`src/rtl/seven_seg_mux.sv`:
```
// Time-multiplexed seven-segment driver with PWM dimming, leading-zero blanking and a
// double-buffered load port so digits only change at frame boundaries.
module seven_seg_mux #(
    parameter int unsigned NUM_DIGITS = 4,
    parameter int unsigned DIV_BITS   = 14,
    parameter bit          ACTIVE_LOW = 1'b1
) (
    input  logic                    clk,
    input  logic                    rst_n,
    input  logic [4*NUM_DIGITS-1:0] value,
    input  logic [NUM_DIGITS-1:0]   dp,
    input  logic                    load,
    input  logic                    hex_mode,
    input  logic                    lz_blank,
    input  logic [3:0]              brightness,
    output logic [6:0]              seg,
    output logic                    dp_out,
    output logic [NUM_DIGITS-1:0]   an,
    output logic                    frame_done
);

    localparam int unsigned     IdxW    = $clog2(NUM_DIGITS);
    localparam logic [IdxW-1:0] LastIdx = IdxW'(NUM_DIGITS - 1);
    localparam logic            Inv     = !ACTIVE_LOW;

    logic [DIV_BITS-1:0]     cnt_q;
    logic [IdxW-1:0]         idx_q;
    logic [4*NUM_DIGITS-1:0] shadow_val_q, disp_val_q;
    logic [NUM_DIGITS-1:0]   shadow_dp_q, disp_dp_q;
    logic                    pending_q;
    logic [6:0]              seg_q, seg_d;
    logic                    dp_q, dp_d;
    logic [NUM_DIGITS-1:0]   an_q, an_d;
    logic                    frame_done_q;

    logic                    slot_end, wrap;
    logic [NUM_DIGITS-1:0]   suppress;
    logic [3:0]              nibble;
    logic                    dp_sel, supp_sel, lit;
    logic [6:0]              glyph, glyph_shown;

    assign slot_end = &cnt_q;
    assign wrap     = slot_end && (idx_q == LastIdx);

    always_ff @(posedge clk or negedge rst_n) begin
        if (!rst_n) begin
            cnt_q <= '0;
            idx_q <= '0;
        end else begin
            cnt_q <= cnt_q + DIV_BITS'(1);
            if (slot_end) begin
                idx_q <= wrap ? '0 : idx_q + IdxW'(1);
            end
        end
    end

    // A load landing on the wrap edge bypasses the shadow so it is not held back a frame.
    always_ff @(posedge clk or negedge rst_n) begin
        if (!rst_n) begin
            shadow_val_q <= '0;
            shadow_dp_q  <= '0;
            disp_val_q   <= '0;
            disp_dp_q    <= '0;
            pending_q    <= 1'b0;
        end else if (load) begin
            shadow_val_q <= value;
            shadow_dp_q  <= dp;
            if (wrap) begin
                disp_val_q <= value;
                disp_dp_q  <= dp;
                pending_q  <= 1'b0;
            end else begin
                pending_q  <= 1'b1;
            end
        end else if (wrap && pending_q) begin
            disp_val_q <= shadow_val_q;
            disp_dp_q  <= shadow_dp_q;
            pending_q  <= 1'b0;
        end
    end

    // A digit is a leading zero when it and every more significant nibble are zero.
    always_comb begin
        logic zero_above;
        zero_above = 1'b1;
        suppress   = '0;
        for (int i = int'(NUM_DIGITS) - 1; i >= 0; i--) begin
            zero_above  = zero_above && (disp_val_q[4*i +: 4] == 4'h0);
            suppress[i] = lz_blank && (i != 0) && zero_above;
        end
    end

    always_comb begin
        nibble   = 4'h0;
        dp_sel   = 1'b0;
        supp_sel = 1'b0;
        for (int i = 0; i < int'(NUM_DIGITS); i++) begin
            if (idx_q == IdxW'(i)) begin
                nibble   = disp_val_q[4*i +: 4];
                dp_sel   = disp_dp_q[i];
                supp_sel = suppress[i];
            end
        end
    end

    always_comb begin
        glyph = 7'h7F;
        unique case (nibble)
            4'h0: glyph = 7'b1000000;
            4'h1: glyph = 7'b1111001;
            4'h2: glyph = 7'b0100100;
            4'h3: glyph = 7'b0110000;
            4'h4: glyph = 7'b0011001;
            4'h5: glyph = 7'b0010010;
            4'h6: glyph = 7'b0000010;
            4'h7: glyph = 7'b1111000;
            4'h8: glyph = 7'b0000000;
            4'h9: glyph = 7'b0010000;
            4'hA: glyph = 7'b0001000;
            4'hB: glyph = 7'b0000011;
            4'hC: glyph = 7'b1000110;
            4'hD: glyph = 7'b0100001;
            4'hE: glyph = 7'b0000110;
            4'hF: glyph = 7'b0001110;
        endcase
    end

    assign glyph_shown = (!hex_mode && nibble > 4'd9) ? 7'h7F : glyph;
    assign lit         = (cnt_q[DIV_BITS-1 -: 4] < brightness) && !supp_sel;

    // Segments and DP are forced off whenever the anode is off to avoid ghosting.
    always_comb begin
        seg_d = (lit ? glyph_shown : 7'h7F) ^ {7{Inv}};
        dp_d  = (lit ? ~dp_sel : 1'b1) ^ Inv;
        an_d  = '0;
        for (int i = 0; i < int'(NUM_DIGITS); i++) begin
            an_d[i] = !(lit && (idx_q == IdxW'(i))) ^ Inv;
        end
    end

    always_ff @(posedge clk or negedge rst_n) begin
        if (!rst_n) begin
            seg_q        <= {7{ACTIVE_LOW}};
            dp_q         <= ACTIVE_LOW;
            an_q         <= {NUM_DIGITS{ACTIVE_LOW}};
            frame_done_q <= 1'b0;
        end else begin
            seg_q        <= seg_d;
            dp_q         <= dp_d;
            an_q         <= an_d;
            frame_done_q <= wrap;
        end
    end

    assign seg        = seg_q;
    assign dp_out     = dp_q;
    assign an         = an_q;
    assign frame_done = frame_done_q;

endmodule

```
`config.mk`:
```
export PLATFORM = sky130hd
export DESIGN_NAME = seven_seg_mux
export DESIGN_NICKNAME = d
export VERILOG_FILES = /design/src/rtl/seven_seg_mux.sv
export SDC_FILE = /design/constraint.sdc
export NUM_CORES = 1
export LEC_CHECK = 0
export ABC_CLOCK_PERIOD_IN_PS = 4300
export BUFFER_PORTS_ARGS = -buffer_cell sky130_fd_sc_hd__buf_2
export CAP_MARGIN = 40
export CORE_MARGIN = 2
export CORE_UTILIZATION = 55
export CTS_CLUSTER_DIAMETER = 150
export DETAILED_ROUTE_END_ITERATION = 6
export PLACE_DENSITY_LB_ADDON = 0.1
export RECOVER_POWER = 50
export SETUP_SLACK_MARGIN = 0.2
export SLEW_MARGIN = 20
export SYNTH_ARGS = -nofsm -noshare
export SYNTH_HDL_FRONTEND = slang
export SYNTH_SLANG_ARGS = --single-unit
```
`constraint.sdc`:
```
create_clock -name clk -period 4.3 [get_ports clk]
set_input_delay 0.86 -clock clk [delete_from_list [all_inputs] [get_ports clk]]
set_output_delay 0.86 -clock clk [all_outputs]
set_load 0.005 [all_outputs]
```
==> key figures, run 1 <==
Outcome
  – Status: finished, violations left
  – Failing checks: capacitance limit, slew limit

Setup path
  – CP top delay family: compound AO/OA/AOI/OAI gates
  – CP Buf/Inv Count: 0
  – CP arrival: 3.02 ns
  – CP most frequent cell: ha_1
  – Worst-path cell chain: ha_1, a21oi_1, a22oi_1, ha_1, o21ai_2, a2111oi_4, o221ai_1
  – Crit start category: flop
  – Worst setup EP type: flop
  – Required time at the worst-slack endpoint: 4.52 ns
  – CP Class: reg -> reg
  – Peak fanout along the critical path: 19
  – Slowest-stage cell, CP: ha_1
  – Critical Path Max Stage Delay: 0.54 ns

Timing
  – Relative slew slack: -9.450%
  – Fin. max-slew vios: 32
  – Final setup vio count: 0
  – RSZ-0062 raised after global routing: no
  – Crit share post-route: 65.01%
  – Setup TNS: 0 ns
  – Final min period: 2.796 ns
  – Final worst clock skew: 0.01226 ns
  – Final hold slack: 0.4704 ns
  – Slew @ Worst Pin: 1.642 ns
  – Max Clk Rate: 0.3577 GHz
  – Final Hold Fails: 0
  – Worst setup margin: 1.504 ns

Drt
  – WL final: 5666 um
  – DR DRC count: 0
  – 1st-pass router iterations: 4
  – DRT iter0 DRCs: 67
  – Routed wire length per instance: 14.99 um
  – Via density: 5.413
  – Vias: 2046
  – Post-route ant nets: 0

Finish
  – Post-route core utilization: 64.37%
  – Area of the multi-input gates: 1430 um2
  – Final nets: 343
  – Fraction of layout cells with a size suffix above 1: 36.63%
  – Antenna diodes: 0
  – Layout area overhead: 13.93%
  – Reg area: 1767 um2
  – # fillers: 464

CTS
  – Clk_lat worst skew: 0.33 ns
  – Max clock buf depth: 2
  – Reg clk slew, reported paths: 0.08 ns
  – Post-CTS setup buffers: 0
  – Num CTS Buffers: 9
  – Post_cts resized: 0
  – Sink Count: 70
  – H-tree depth: 3
  – Cts hold-fix bufs: 0
  – CTS root buffer: clkbuf_8
  – CTS tree: built

GRT
  – Global route overflow: 0
  – Initial antenna violation count: 0
  – First-pass GRT wire length: 9577 um
  – Gr usage total: 19.19%
  – Largest net degree at the start of global routing: 32
  – Vias in the first global route: 1965

Synth
  – Sequential element share of the synthesized area: 53.44%
  – Number of flops mapped to enable cells by yosys: 0
  – Avg Synthesized Cell Area: 12.96 um2
  – Synth area leaders: dfrtp_1 (44%), dfstp_2 (9.5%), mux2_4 (9.1%), mux2_2 (7.2%), ha_1 (5.7%)
  – Yosys top cell by area: dfrtp_1
  – Synth Register Bits: 70
  – Synth warnings: 0
  – Mapped Cells: 255
  – Number of library cell types mapped by synthesis: 40
  – Syn Nets: 299
  – Most frequent cells after synthesis: dfrtp_1 (58), mux2_2 (21), mux2_4 (20)
  – Post-synth top area share: 43.91%
  – Synth Flop Type: dfrtp_1
  – Post-synth ARST share: 100.0%
  – Mapped cell area: 3306 um2
  – Count leader, synth: dfrtp_1

Die
  – Row count: 28
  – Core Area: 5851 um2
  – Die width: 81.53 um
  – Area of the die: 6646 um2
  – I/O pin cnt: 42
  – Die Span Y: 81.53 um
  – Starting Density: 56.50%

Worst hold path
  – Hold WC Path Type: reg -> reg

Placement
  – Buffers on Ports: 41
  – GPL Wtd Cong: 0.7593
  – DP HPWL: 4001 um
  – Setup slack at placement: 1.479 ns

Power
  – Pwr per Cell Area: 354.8 nW/um2
  – LEAKAGE: 1.839 nW
  – VDD IR max: 0.0002143 V
  – Power, Total: 1.336 mW

Run
  – Number of max-cap violations: 1
==> flip-flops by register name (all words and copies together), names as in the netlist, 2 cells and up <==
signal / cells
cnt_q: 14
disp_dp_q: 4
shadow_dp_q: 4
seg: 7
disp_val_q: 16
an: 4
idx_q: 2
shadow_val_q: 16
==> placed cells by master, fill, tap and decap left out, types with 8 or more instances in the layout <==
cell,count
buf_2,40
clkbuf_8,11
dfrtp_1,58
dfstp_2,12
ha_1,15
inv_1,11
mux2_2,21
mux2_4,20
nand2_1,19
nand3_1,8
nor2_1,8
o21ai_0,9
xnor2_1,8
==> per-layer routing <==
| layer | routed length, um | vias up | track usage [%] | part of all wire (%) |
|---|---|---|---|---|
| met3 | 222 | 9 | 4.945 | 3.9 |
| li1 | - | 985 | - | - |
| met1 | 2832 | 1018 | 27.52 | 50 |
| met4 | 57 | 0 | 5.593 | 1.0 |
| met5 | 0 | - | 0 | 0 |
| met2 | 2553 | 34 | 28.85 | 45 |
==> logic make-up (layout without fill, tap and decap cells) <==
kind of cell	Yosys count	after routing	share of synthesized area, %
DFF	70	70	53.44
and+or+nand+nor	58	58	9.463
muxes	45	45	17.45
AOI/OAI and AO/OA	34	34	7.495
buffers and inverters	21	69	3.293
adders and majority gates	15	15	5.678
xor gates and xnor gates	12	12	3.179
==> final cells by class <==
type / instances / area share, %
multi-input combinational: 164 / 37.97
sequential: 70 / 46.91
clock inverter: 3 / 1.794
inverter: 11 / 1.096
clock buffer: 12 / 4.120
timing repair buffer: 43 / 5.615
tap: 75 / 2.492
==> final timing paths <==
kind / start / end / slack, ns / cells past startpoint
worst max-delay path: idx_q[0] / seg[4] / 1.50 / 7
worst min-delay path: cnt_q[0] / cnt_q[0] / 0.47 / 1
worst max register to register: idx_q[0] / seg[4] / 1.50 / 7
worst min register to register: cnt_q[0] / cnt_q[0] / 0.47 / 1
max in group asynchronous: rst_n / disp_val_q[0] / 1.69 / 2
min in group asynchronous: rst_n / shadow_val_q[15] / 0.94 / 1
==> per-stage QoR <==
stage / instance area, um2 / std cells
floorplan: 3306 / 255
global placement: 3552 / 363
detailed placement: 3552 / 363
CTS: 3775 / 378
global route: 3766 / 378
finish: 3766 / 378
==> report_power, final <==
group,internal (mW),switching (mW)
clock network,0.356,0.234
logic,0.0298,0.0326
registers,0.680,0.00444
total,1.07,0.271
(Power assumes the default switching activity.)
==> inputs of run 2 (changes only) <==
Settings changed: ABC_CLOCK_PERIOD_IN_PS 4300 to 2430, CORE_UTILIZATION 55 to 52.
Clock period 4.3 ns to 2.43 ns, I/O delays scaled along.
==> run 2 against run 1 <==
  * The flow now finishes without violations
  * Clock power is 47% higher
  * Largest power group unchanged
  * Sequential cell count did not move
  * Sequential share of layout area down 2.7 points
  * Power grew 64%
==> key figures, run 2 (synthesis gave the netlist of run 1 again) <==
Drt
  – DRT iter0 DRCs: 59 (-12%)
  – DR DRC count: 0 (unchanged)
  – Post-route ant nets: 0 (unchanged)
  – Via density: 5.293 (-2.2%)
  – Vias: 2112 (+3.2%)
  – 1st-pass router iterations: 4 (unchanged)
  – Routed wire length per instance: 14.82 um (-1.1%)
  – WL final: 5915 um (+4.4%)

Die
  – I/O pin cnt: 42 (unchanged)
  – Core Area: 6241 um2 (+6.7%)
  – Die Span Y: 83.73 um (+2.7%)
  – Starting Density: 52.97% (-3.5 points)
  – Area of the die: 7011 um2 (+5.5%)
  – Die width: 83.73 um (+2.7%)
  – Row count: 29 (+3.6%)

Setup path
  – Slowest-stage cell, CP: dfrtp_2
  – Worst-path cell chain: buf_6, ha_4, nor2b_4, o21ai_1, o31a_1, ha_2, o21ai_2, a2111oi_4, buf_6, o221ai_2
  – CP arrival: 2.44 ns (-0.58 ns)
  – CP most frequent cell: buf_6
  – Crit start category: flop
  – Required time at the worst-slack endpoint: 2.69 ns (-1.83 ns)
  – CP Class: reg -> reg
  – Critical Path Max Stage Delay: 0.43 ns (-0.11 ns)
  – Peak fanout along the critical path: 7 (-12)
  – Worst setup EP type: flop

GRT
  – Largest net degree at the start of global routing: 43 (+34%)
  – Vias in the first global route: 2116 (+7.7%)
  – Gr usage total: 18.71% (-0.48 points)
  – GR Layer Usage met2: 27.93% (-0.93 points)
  – Routing usage on met3: 5.539% (+0.59 points)
  – Gr busiest metal: met2
  – Global route overflow: 0 (unchanged)
  – Initial antenna violation count: 0 (unchanged)
  – Met1 Usage GRT: 24.82% (-2.7 points)
  – First-pass GRT wire length: 10120 um (+5.6%)

Finish
  – Antenna diodes: 0 (unchanged)
  – Final nets: 361 (+5.2%)
  – Most frequent cells in the layout: dfrtp_1 (56), buf_2 (40), mux2_2 (20), mux2_4 (20), nand2_1 (19)
  – Layout area overhead: 20.97%
  – Largest regs: disp_val_q x16, shadow_val_q x16, cnt_q x14
  – Non-filler cells, final: 399 (+5.6%)
  – Most common cell after layout, fill and taps aside: dfrtp_1
  – Post-route core utilization: 64.07% (-0.30 points)
  – # fillers: 494 (+6.5%)
  – Fraction of layout cells with a size suffix above 1: 47.20% (+11 points)

CTS
  – Reg clk slew, reported paths: 0.08 ns (about the same)
  – CTS root buffer: clkbuf_8
  – Num CTS Buffers: 9 (unchanged)
  – H-tree depth: 3 (unchanged)
  – Clk_lat worst skew: 0.35 ns (+0.02 ns)
  – Sink Count: 70 (unchanged)
  – Max clock buf depth: 2 (unchanged)
  – CTS tree: built

Timing
  – Max Clk Rate: 0.4589 GHz (+28%)
  – Slew @ Worst Pin: 1.419 ns (-0.2224 ns)
  – Fin. max-slew vios: 0 (-100%)
  – Final worst clock skew: 0.008721 ns (-0.003542 ns)
  – Crit share post-route: 89.68% (+25 points)
  – Final Hold Fails: 0 (unchanged)
  – RSZ-0062 raised after global routing: yes
  – Final setup vio count: 0 (unchanged)
  – Relative slew slack: 5.376% (+15 points)
  – Final min period: 2.179 ns (-0.6163 ns)
  – Worst setup margin: 0.2507 ns (-1.254 ns)

Outcome
  – Status: finished, final reports clean

Placement
  – Buffers on Ports: 41 (unchanged)
  – DP HPWL: 4094 um (+2.3%)
  – GPL Wtd Cong: 0.8435 (+11%)
  – Placed Cells: 376 (+3.6%)
  – Setup slack at placement: -0.02121 ns (-1.501 ns)

Power
  – Pwr per Cell Area: 548.1 nW/um2 (+54%)
  – VDD IR max: 0.0004212 V (+96%)
  – Power, Total: 2.192 mW (+64%)
  – LEAKAGE: 1.930 nW (+5.0%)

Run
  – Number of max-cap violations: 0 (-1)

Worst hold path
  – Hold WC Path Type: in -> reg
run 2: cell count changes in the layout (fill, tap and decap cells not counted), sizes merged:
| cell | change |
|---|---|
| clkbuf | -2 |
| clkinv | +3 |
| clkinvlp | +1 |
| buf | +18 |
| inv | +1 |
| bufinv | -2 |
run 2: worst paths after layout:
kind	from	endpoint	slack [ns]	cells after the start
max	idx_q[1]	seg[4]	0.25	10
min	value[14]	shadow_val_q[14]	0.37	2
min in group asynchronous	rst_n	shadow_val_q[0]	0.45	1
min reg2reg	cnt_q[0]	cnt_q[0]	0.47	1
max reg2reg	idx_q[1]	seg[4]	0.25	10
max in group asynchronous	rst_n	idx_q[0]	0.59	2
run 2: where the power goes:
part           switching, mW  internal (mW)
clock network          0.468          0.403
registers            0.00809           1.20
logic                 0.0559         0.0546
run 2: cell type report:
| cell class | instances | area (um2) | area share [%] |
|---|---|---|---|
| Inverter | 11 | 43.79 | 1.095 |
| Multi-Input combinational cell | 164 | 1548 | 38.70 |
| Timing Repair Buffer | 61 | 357.8 | 8.949 |
| Clock buffer | 10 | 137.6 | 3.442 |
| Tap cell | 77 | 96.34 | 2.409 |
| Sequential cell | 70 | 1769 | 44.24 |
| Clock inverter | 6 | 46.29 | 1.158 |
run 2: worst max-delay path, delay by kind of cell (launching register included):
kind,cells,cell delay (ns)
simple gates,1,0.12
flops,1,0.43
buf+inv,2,0.29
compound gates,5,0.86
fa+ha+maj,2,0.39
run 2: metrics by stage:
| stage | hold slack, ns | TNS [ns] | area (um2) |
|---|---|---|---|
| 2_1_floorplan | 0.1904 | 0 | 3343 |
| 3_5_place_dp | 0.4639 | -0.03684 | 3665 |
| 6_report | 0.3734 | 0 | 3999 |
| 3_3_place_gp | 0.4535 | 0 | 3665 |
| 5_1_grt | 0.3658 | 0 | 3999 |
| 4_1_cts | 0.1631 | 0 | 3874 |
run 2: repair_timing:
item / CTS / global route
cloned: 0 / 0
gates resized for setup: 1 / 21
buffers inserted: 3 / 4
setup endpoints to repair: 7 / 7
hold buffers: 0 / 0
pin swaps: 2 / 1
run 2: metal layers:
layer | part of all wire (%) | vias to the layer above
met1 | 46 | 1024
met2 | 47 | 46
met5 | 0 | -
li1 | - | 1027
met3 | 4.5 | 15
met4 | 2.5 | 0
